## config.mk

```make
export PLATFORM = sky130hd
export DESIGN_NAME = paddle_mux_ctl
export DESIGN_NICKNAME = d
export VERILOG_FILES = /design/src/rtl/paddle_mux_ctl.sv
export SDC_FILE = /design/constraint.sdc
export NUM_CORES = 1
export LEC_CHECK = 0
export CELL_PAD_IN_SITES_DETAIL_PLACEMENT = 0
export CELL_PAD_IN_SITES_GLOBAL_PLACEMENT = 1
export CORE_MARGIN = 2
export CORE_UTILIZATION = 37
export CTS_CLUSTER_SIZE = 8
export DETAILED_ROUTE_END_ITERATION = 8
export PLACE_DENSITY = 0.83
export RECOVER_POWER = 50
export SYNTH_ARGS = -nofsm -noshare
export SYNTH_HDL_FRONTEND = slang
export SYNTH_SLANG_ARGS = --single-unit
```

## constraint.sdc

```tcl
create_clock -name clk -period 4.4 [get_ports clk]
set_input_delay 0.88 -clock clk [delete_from_list [all_inputs] [get_ports clk]]
set_output_delay 0.88 -clock clk [all_outputs]
set_load 0.05 [all_outputs]
```

## src/rtl/paddle_mux_ctl.sv

```systemverilog
// paddle_mux_ctl: multi-channel paddle / analog stick / PS/2 mouse front end
// producing W-bit pot values and fire bits for the 2600 paddle inputs.
// Define PADDLE_SLEW_EN to rate-limit a_out with a free-running slew divider.
module paddle_mux_ctl #(
  parameter int NCH       = 4,
  parameter int W         = 8,
  parameter int MOUSE_CH  = 0,
  parameter int MCLAMP    = 10,
  parameter int STICK_THR = 100,
  parameter int SLEW_STEP = 4,
  parameter int SLEW_DIV  = 256
) (
  input  logic              clk,
  input  logic              reset,
  input  logic              inv,
  input  logic [NCH-1:0]    stick_btn,
  input  logic [NCH*16-1:0] joy_a,
  input  logic [NCH-1:0]    paddle_btn,
  input  logic [NCH*8-1:0]  paddle,
  input  logic [24:0]       ps2_mouse,
  output logic [NCH-1:0]    b_out,
  output logic [NCH*W-1:0]  a_out,
  output logic [NCH*2-1:0]  src
);

  typedef enum logic [1:0] {
    SRC_PADDLE = 2'd0,
    SRC_STICK  = 2'd1,
    SRC_MOUSE  = 2'd2
  } src_e;

  localparam logic signed [8:0] CLAMP_P = 9'(MCLAMP);
  localparam logic signed [8:0] CLAMP_N = -CLAMP_P;
  localparam logic signed [8:0] THR     = 9'(STICK_THR);
  localparam logic signed [9:0] SAT_HI  = 10'sd127;
  localparam logic signed [9:0] SAT_LO  = -10'sd128;

  src_e                 state_q [NCH];
  src_e                 state_d [NCH];
  logic [NCH-1:0]       xy_q, xy_d;
  logic [NCH-1:0]       b_d;
  logic [7:0]           t_d  [NCH];
  logic [7:0]           t_p0 [NCH];
  logic signed [8:0]    mx_q, my_q, mx_d, my_d;
  logic                 old_stb_q, armed_q, mevt;
  logic                 unused_bits;

  // Low delta bits and undecoded flags carry no information for the pot value.
  assign unused_bits = ^{ps2_mouse[16], ps2_mouse[8], ps2_mouse[7:6], ps2_mouse[3:2]};

  function automatic logic signed [8:0] clamp_delta(input logic signed [8:0] d);
    if (d > CLAMP_P)      return CLAMP_P;
    else if (d < CLAMP_N) return CLAMP_N;
    else                  return d;
  endfunction

  function automatic logic signed [8:0] sat_add(input logic signed [8:0] acc,
                                                input logic signed [8:0] d);
    logic signed [9:0] s;
    s = {acc[8], acc} + {d[8], d};
    if (s > SAT_HI)      return SAT_HI[8:0];
    else if (s < SAT_LO) return SAT_LO[8:0];
    else                 return s[8:0];
  endfunction

  function automatic logic signed [8:0] sx8(input logic [7:0] b);
    return {b[7], b};
  endfunction

  // Widen the 8-bit target by replicating its MSBs, then optionally invert.
  function automatic logic [W-1:0] widen(input logic [7:0] t, input logic inv_en);
    logic [15:0]  rep;
    logic [W-1:0] v;
    rep = {t, t};
    v   = rep[15 -: W];
    return inv_en ? ~v : v;
  endfunction

  // Strobe event, mouse accumulation, per-channel source/axis selection and target.
  always_comb begin
    mevt = armed_q && (old_stb_q != ps2_mouse[24]);
    mx_d = mx_q;
    my_d = my_q;
    if (mevt) begin
      mx_d = sat_add(mx_q, clamp_delta({ps2_mouse[4], ps2_mouse[4], ps2_mouse[15:9]}));
      my_d = sat_add(my_q, clamp_delta({ps2_mouse[5], ps2_mouse[5], ps2_mouse[23:17]}));
    end
    for (int i = 0; i < NCH; i++) begin
      state_d[i] = state_q[i];
      xy_d[i]    = xy_q[i];
      b_d[i]     = 1'b0;
      t_d[i]     = 8'h00;
      case (state_q[i])
        SRC_MOUSE: begin
          if (ps2_mouse[0])      xy_d[i] = 1'b0;
          else if (ps2_mouse[1]) xy_d[i] = 1'b1;
        end
        SRC_STICK: begin
          if (sx8(joy_a[i*16 +: 8]) >= 9'sd0 && sx8(joy_a[i*16 +: 8]) > THR)
            xy_d[i] = 1'b0;
          else if (sx8(joy_a[i*16+8 +: 8]) >= 9'sd0 && sx8(joy_a[i*16+8 +: 8]) > THR)
            xy_d[i] = 1'b1;
        end
        default: ;
      endcase
      if (paddle_btn[i])              state_d[i] = SRC_PADDLE;
      else if (stick_btn[i])          state_d[i] = SRC_STICK;
      else if (i == MOUSE_CH && mevt) state_d[i] = SRC_MOUSE;
      case (state_d[i])
        SRC_STICK: b_d[i] = stick_btn[i];
        SRC_MOUSE: b_d[i] = |ps2_mouse[1:0];
        default:   b_d[i] = paddle_btn[i];
      endcase
      case (state_q[i])
        SRC_STICK: t_d[i] = xy_q[i] ? joy_a[i*16+8 +: 8] : joy_a[i*16 +: 8];
        SRC_MOUSE: t_d[i] = xy_q[i] ? my_q[7:0] : mx_q[7:0];
        default:   t_d[i] = {~paddle[i*8+7], paddle[i*8 +: 7]};
      endcase
    end
  end

  // Stage p0: source state, axis, fire bits, accumulators, strobe tracker, target.
  always_ff @(posedge clk or posedge reset) begin
    if (reset) begin
      for (int i = 0; i < NCH; i++) begin
        state_q[i] <= SRC_PADDLE;
        t_p0[i]    <= 8'h00;
      end
      xy_q      <= '0;
      b_out     <= '0;
      mx_q      <= '0;
      my_q      <= '0;
      old_stb_q <= 1'b0;
      armed_q   <= 1'b0;
    end else begin
      for (int i = 0; i < NCH; i++) begin
        state_q[i] <= state_d[i];
        t_p0[i]    <= t_d[i];
      end
      xy_q      <= xy_d;
      b_out     <= b_d;
      mx_q      <= mx_d;
      my_q      <= my_d;
      old_stb_q <= ps2_mouse[24];
      armed_q   <= 1'b1;
    end
  end

  // Source code per channel, straight from the state register.
  always_comb begin
    src = '0;
    for (int i = 0; i < NCH; i++) src[i*2 +: 2] = state_q[i];
  end

`ifdef PADDLE_SLEW_EN
  localparam int             DW       = (SLEW_DIV > 1) ? $clog2(SLEW_DIV) : 1;
  localparam logic [DW-1:0]  DIV_LAST = DW'(SLEW_DIV - 1);
  localparam logic [W-1:0]   STEP     = W'(SLEW_STEP);

  logic [DW-1:0] div_q;
  logic          slew_tick;

  assign slew_tick = (div_q == DIV_LAST);

  function automatic logic [W-1:0] slew_to(input logic [W-1:0] cur, input logic [W-1:0] tgt);
    if (tgt > cur) return ((tgt - cur) > STEP) ? cur + STEP : tgt;
    else           return ((cur - tgt) > STEP) ? cur - STEP : tgt;
  endfunction

  // Stage p1: slew divider and rate-limited pot outputs.
  always_ff @(posedge clk or posedge reset) begin
    if (reset) begin
      div_q <= '0;
      a_out <= '0;
    end else begin
      div_q <= slew_tick ? '0 : div_q + 1'b1;
      if (slew_tick)
        for (int i = 0; i < NCH; i++)
          a_out[i*W +: W] <= slew_to(a_out[i*W +: W], widen(t_p0[i], inv));
    end
  end
`else
  logic [31:0] unused_slew;
  assign unused_slew = SLEW_STEP ^ SLEW_DIV;

  // Stage p1: widened, optionally inverted pot outputs.
  always_ff @(posedge clk or posedge reset) begin
    if (reset) begin
      a_out <= '0;
    end else begin
      for (int i = 0; i < NCH; i++) a_out[i*W +: W] <= widen(t_p0[i], inv);
    end
  end
`endif

endmodule
```

==> results of run 1 <==
-- kinds of logic after synthesis --
family	synth area share, %
buf+inv	5.302
fa+ha+maj	7.813
other cells	0.05974
xor+xnor	5.980
simple gates	9.248
compound gates	20.63
mux	11.10
flops	39.86
-- layout by cell type (no fill, tap or decap), types with 3 or more instances in the layout --
cell,instances
or3_1,6
buf_4,15
or2_2,7
o31a_1,3
a221oi_1,35
ha_1,36
o22a_1,3
clkinv_4,3
dlygate4sd3_1,11
a21oi_2,3
a21oi_1,48
nor2b_1,4
a211o_1,4
a221o_1,6
inv_1,57
mux2_2,56
nand3_1,5
o21ai_0,16
nand2_1,38
a21o_1,11
nor2_1,44
mux2_1,5
dfrtp_1,100
xor2_1,36
clkdlybuf4s50_1,157
xnor2_1,5
nand2b_1,7
clkbuf_16,9
o311ai_1,4
nor3_1,7
a22oi_1,8
o21a_1,5
-- layout make-up --
cell class	instances	area [um2]
Timing Repair Buffer	184	1798
Fill cell	1465	8040
Multi-Input combinational cell	440	3460
Clock inverter	4	33.78
Clock buffer	12	256.5
Inverter	58	217.7
Tap cell	220	275.3
Sequential cell	100	2502
-- cell usage after synthesis, types with 2 or more instances --
cell / n
a2111oi_0: 3
a2111oi_4: 2
a211o_1: 4
a211oi_1: 2
a21o_1: 11
a21oi_1: 48
a21oi_2: 3
a221o_1: 6
a221oi_1: 35
a22oi_1: 8
and2_1: 2
buf_1: 5
buf_2: 5
clkbuf_1: 19
dfrtp_1: 100
fa_1: 2
ha_1: 36
inv_1: 58
mux2_2: 61
nand2_1: 38
nand2b_1: 7
nand3_1: 5
nand4_1: 2
nor2_1: 44
nor2b_1: 4
nor3_1: 7
nor3b_1: 2
o2111ai_1: 2
o211ai_1: 2
o21a_1: 5
o21ai_0: 16
o22a_1: 3
o311ai_1: 5
o31a_1: 3
or2_2: 7
or3_1: 6
xnor2_1: 5
xor2_1: 36
-- metrics by stage --
stage,setup WS [ns],utilization (%),hold slack [ns],power [mW],cells
6_report,0.1529,51.52,0.4289,4.018,1018
5_1_grt,-0.02892,51.52,0.4458,4.240,1018
4_1_cts,0.1553,51.43,0.4305,4.010,1018
3_5_place_dp,-0.1357,49.68,0.4216,3.232,1002
3_3_place_gp,0.002861,49.68,0.4203,3.180,1002
2_1_floorplan,0.6618,-,0.4166,2.608,627
-- critical path, cell delays in order --
cell and delay [ns]:
clkdlybuf4s50_1 0.51, nand4_1 0.08, or2_2 0.30, ha_1 0.31
nor3b_2 0.18, buf_4 0.14, ha_1 0.16, inv_1 0.06
fa_1 0.37, nand2b_1 0.19, a211oi_2 0.31, mux2i_2 0.31
a2111oi_4 0.09, o21a_2 0.28, o311ai_2 0.30
-- layer usage --
layer	up-vias	track usage [%]	part of all wire (%)
met5	-	0	0
met2	173	33.48	49
li1	2583	-	-
met1	2590	25.91	44
met3	27	3.968	5.7
met4	0	5.789	1.9
-- what timing repair did --
action	in CTS	in global routing
resized for setup	0	4
endpoints found under the setup margin	0	7
endpoints found under the hold margin	0	0
-- power groups by stage --
| stage | Clock [mW] | Combinational, mW | Sequential (mW) |
|---|---|---|---|
| global route | 0.814 | 2.03 | 1.40 |
| global placement | 0 | 1.80 | 1.38 |
| CTS | 0.779 | 1.86 | 1.37 |
| finish | 0.769 | 1.88 | 1.37 |
| detailed placement | 0 | 1.85 | 1.39 |
| floorplan | 0 | 1.18 | 1.43 |
-- worst max-delay path by stage --
| stage | start | endpoint | slack, ns | cells past startpoint |
|---|---|---|---|---|
| final | ps2_mouse[4] | mx_q[3] | 0.15 | 15 |
| after global routing | ps2_mouse[11] | mx_q[2] | -0.03 | 15 |
| after CTS | ps2_mouse[4] | mx_q[3] | 0.16 | 15 |
| after detailed placement | ps2_mouse[4] | mx_q[5] | -0.14 | 15 |
| after global placement | ps2_mouse[4] | mx_q[3] | 0.003 | 15 |
| after floorplan | ps2_mouse[14] | mx_q[2] | 0.66 | 13 |
-- sequential cells by signal, summed over array words and instances (netlist names) --
name	count
a_out	32
armed_q	1
my_q	9
xy_q	4
t_p0	32
old_stb_q	1
mx_q	9
src	8
b_out	4
==> impl_metrics.yaml, run 1 <==
synth:
  synth-seq-cells: 100
  synth_edf_count: 0
  ys_seq_area_share_pct: 39.86
  syn-num-nets: 797
  synth_flop_cell: "dfrtp_1"
  yosys_warnings: 0
  synth_cell_types: 56
  avgSynthCellArea_um2: 10.01
  syn-cell-area_um2: 6277
  synth.area.top_cells: "dfrtp_1, mux2_2, ha_1, xor2_1, a221oi_1"
  synth_top_area_share_pct: 39.86
  yosysTopAreaCell: "dfrtp_1"
  synthCells: 627
  ys_async_sr_fraction_pct: 100.0
routing:
  via_count: 5373
  drt-total-wl_um: 18010
  firstDrtPassIters: 7
  drt-initial-drc-count: 414
  route.detailed.drc: 0
  vias_per_cell: 5.278
  drt-wirelength-per-cell_um: 17.69
  ant_nets: 0
floorplanning:
  die_y_um: 134.3
  rows: 47
  die-area_um2: 18020
  io_pins: 176
  initial_utilization_pct: 37.85
  core_um2: 16580
  die_width_um: 134.3
power:
  combinationalPowerShare_pct: 46.7
  p_sw_share_pct: 40.46
  p_leak_nw: 3.720
  p_int_mw: 2.392
  ir_drop_mv: 0.2226
  seqPwrFrac_pct: 34.1
  p_sw_mw: 1.626
  clkPwrFrac_pct: 19.1
  p_per_area_nw_per_um2: 470.3
clock_tree:
  postCtsSetupRepairBufs: 0
  cts_tree: "built"
  cts_sinks: 100
  clkTransAtPathRegs_ns: 0.07
  numCtsBuffers: 9
  cts_buffer_depth: 2
  root_buffer: "clkbuf_16"
  clk-insertion-delay-late_ns: 0.35
  htreeDepth: 3
  cts_hold_buf: 0
place:
  hpwlAfterDp_um: 13580
  place_area_um2: 8239
  place.gp.congestion: 0.8560
  portBuffers: 169
worst_setup_path:
  rrSetupSlack_ns: 1.67
  rr_endpoint: "mx_q[3]"
  worst-r2r-cell-count: 9
  worstPathRequired_ns: 4.63
  reg2reg_from: "mx_q[0]"
  cp_max_fo: 7
  critPathKind: "input port to flip-flop"
  worstPathArrival_ns: 4.48
  cp-end-kind: "flip-flop"
  critPathLaunchType: "input port"
sta:
  finalCritPeriodShare_pct: 96.53
  min_period_ns: 4.247
  clock_skew_ns: 0.009146
  setup_tns_ns: 0
  slew-limit-headroom_pct: -44.50
  slew_viol_final: 120
  hold_viol_final: 0
  finalSetupViolations: 0
  worst-slew-pin-transition_ns: 2.167
  fmax_ghz: 0.2355
grt:
  grt.total_usage_pct: 19.86
  grt_pass1_vias: 5511
  grt_max_degree: 87
  grt_remaining_overflow: 0
  antenna_found_initial: 0
  grt_first_pass_wirelength_um: 28350
min_path:
  min_path_cells: 1
  holdCritPathClass: "flip-flop to flip-flop"
  min_to: "a_out[2]"
  hp-start: "t_p0[26]"
run_status:
  status: "finished, violations left"
  violations: "max-capacitance violations, max-slew violations"
layout:
  diodes: 0
  drive_gt1_share_pct: 13.66
  fin_area_um2: 8543
  syn2layout_area_growth_pct: 36.10
  nets: 963
flow_run:
  cap_violations: 2
Note: power is estimated with default switching activity, not from simulation.
==> inputs of run 2 (changes only) <==
Settings changed: SLEW_MARGIN set to 10.
==> results of run 2 <==
Final layout, timing and power as in run 1 (identical DEF).
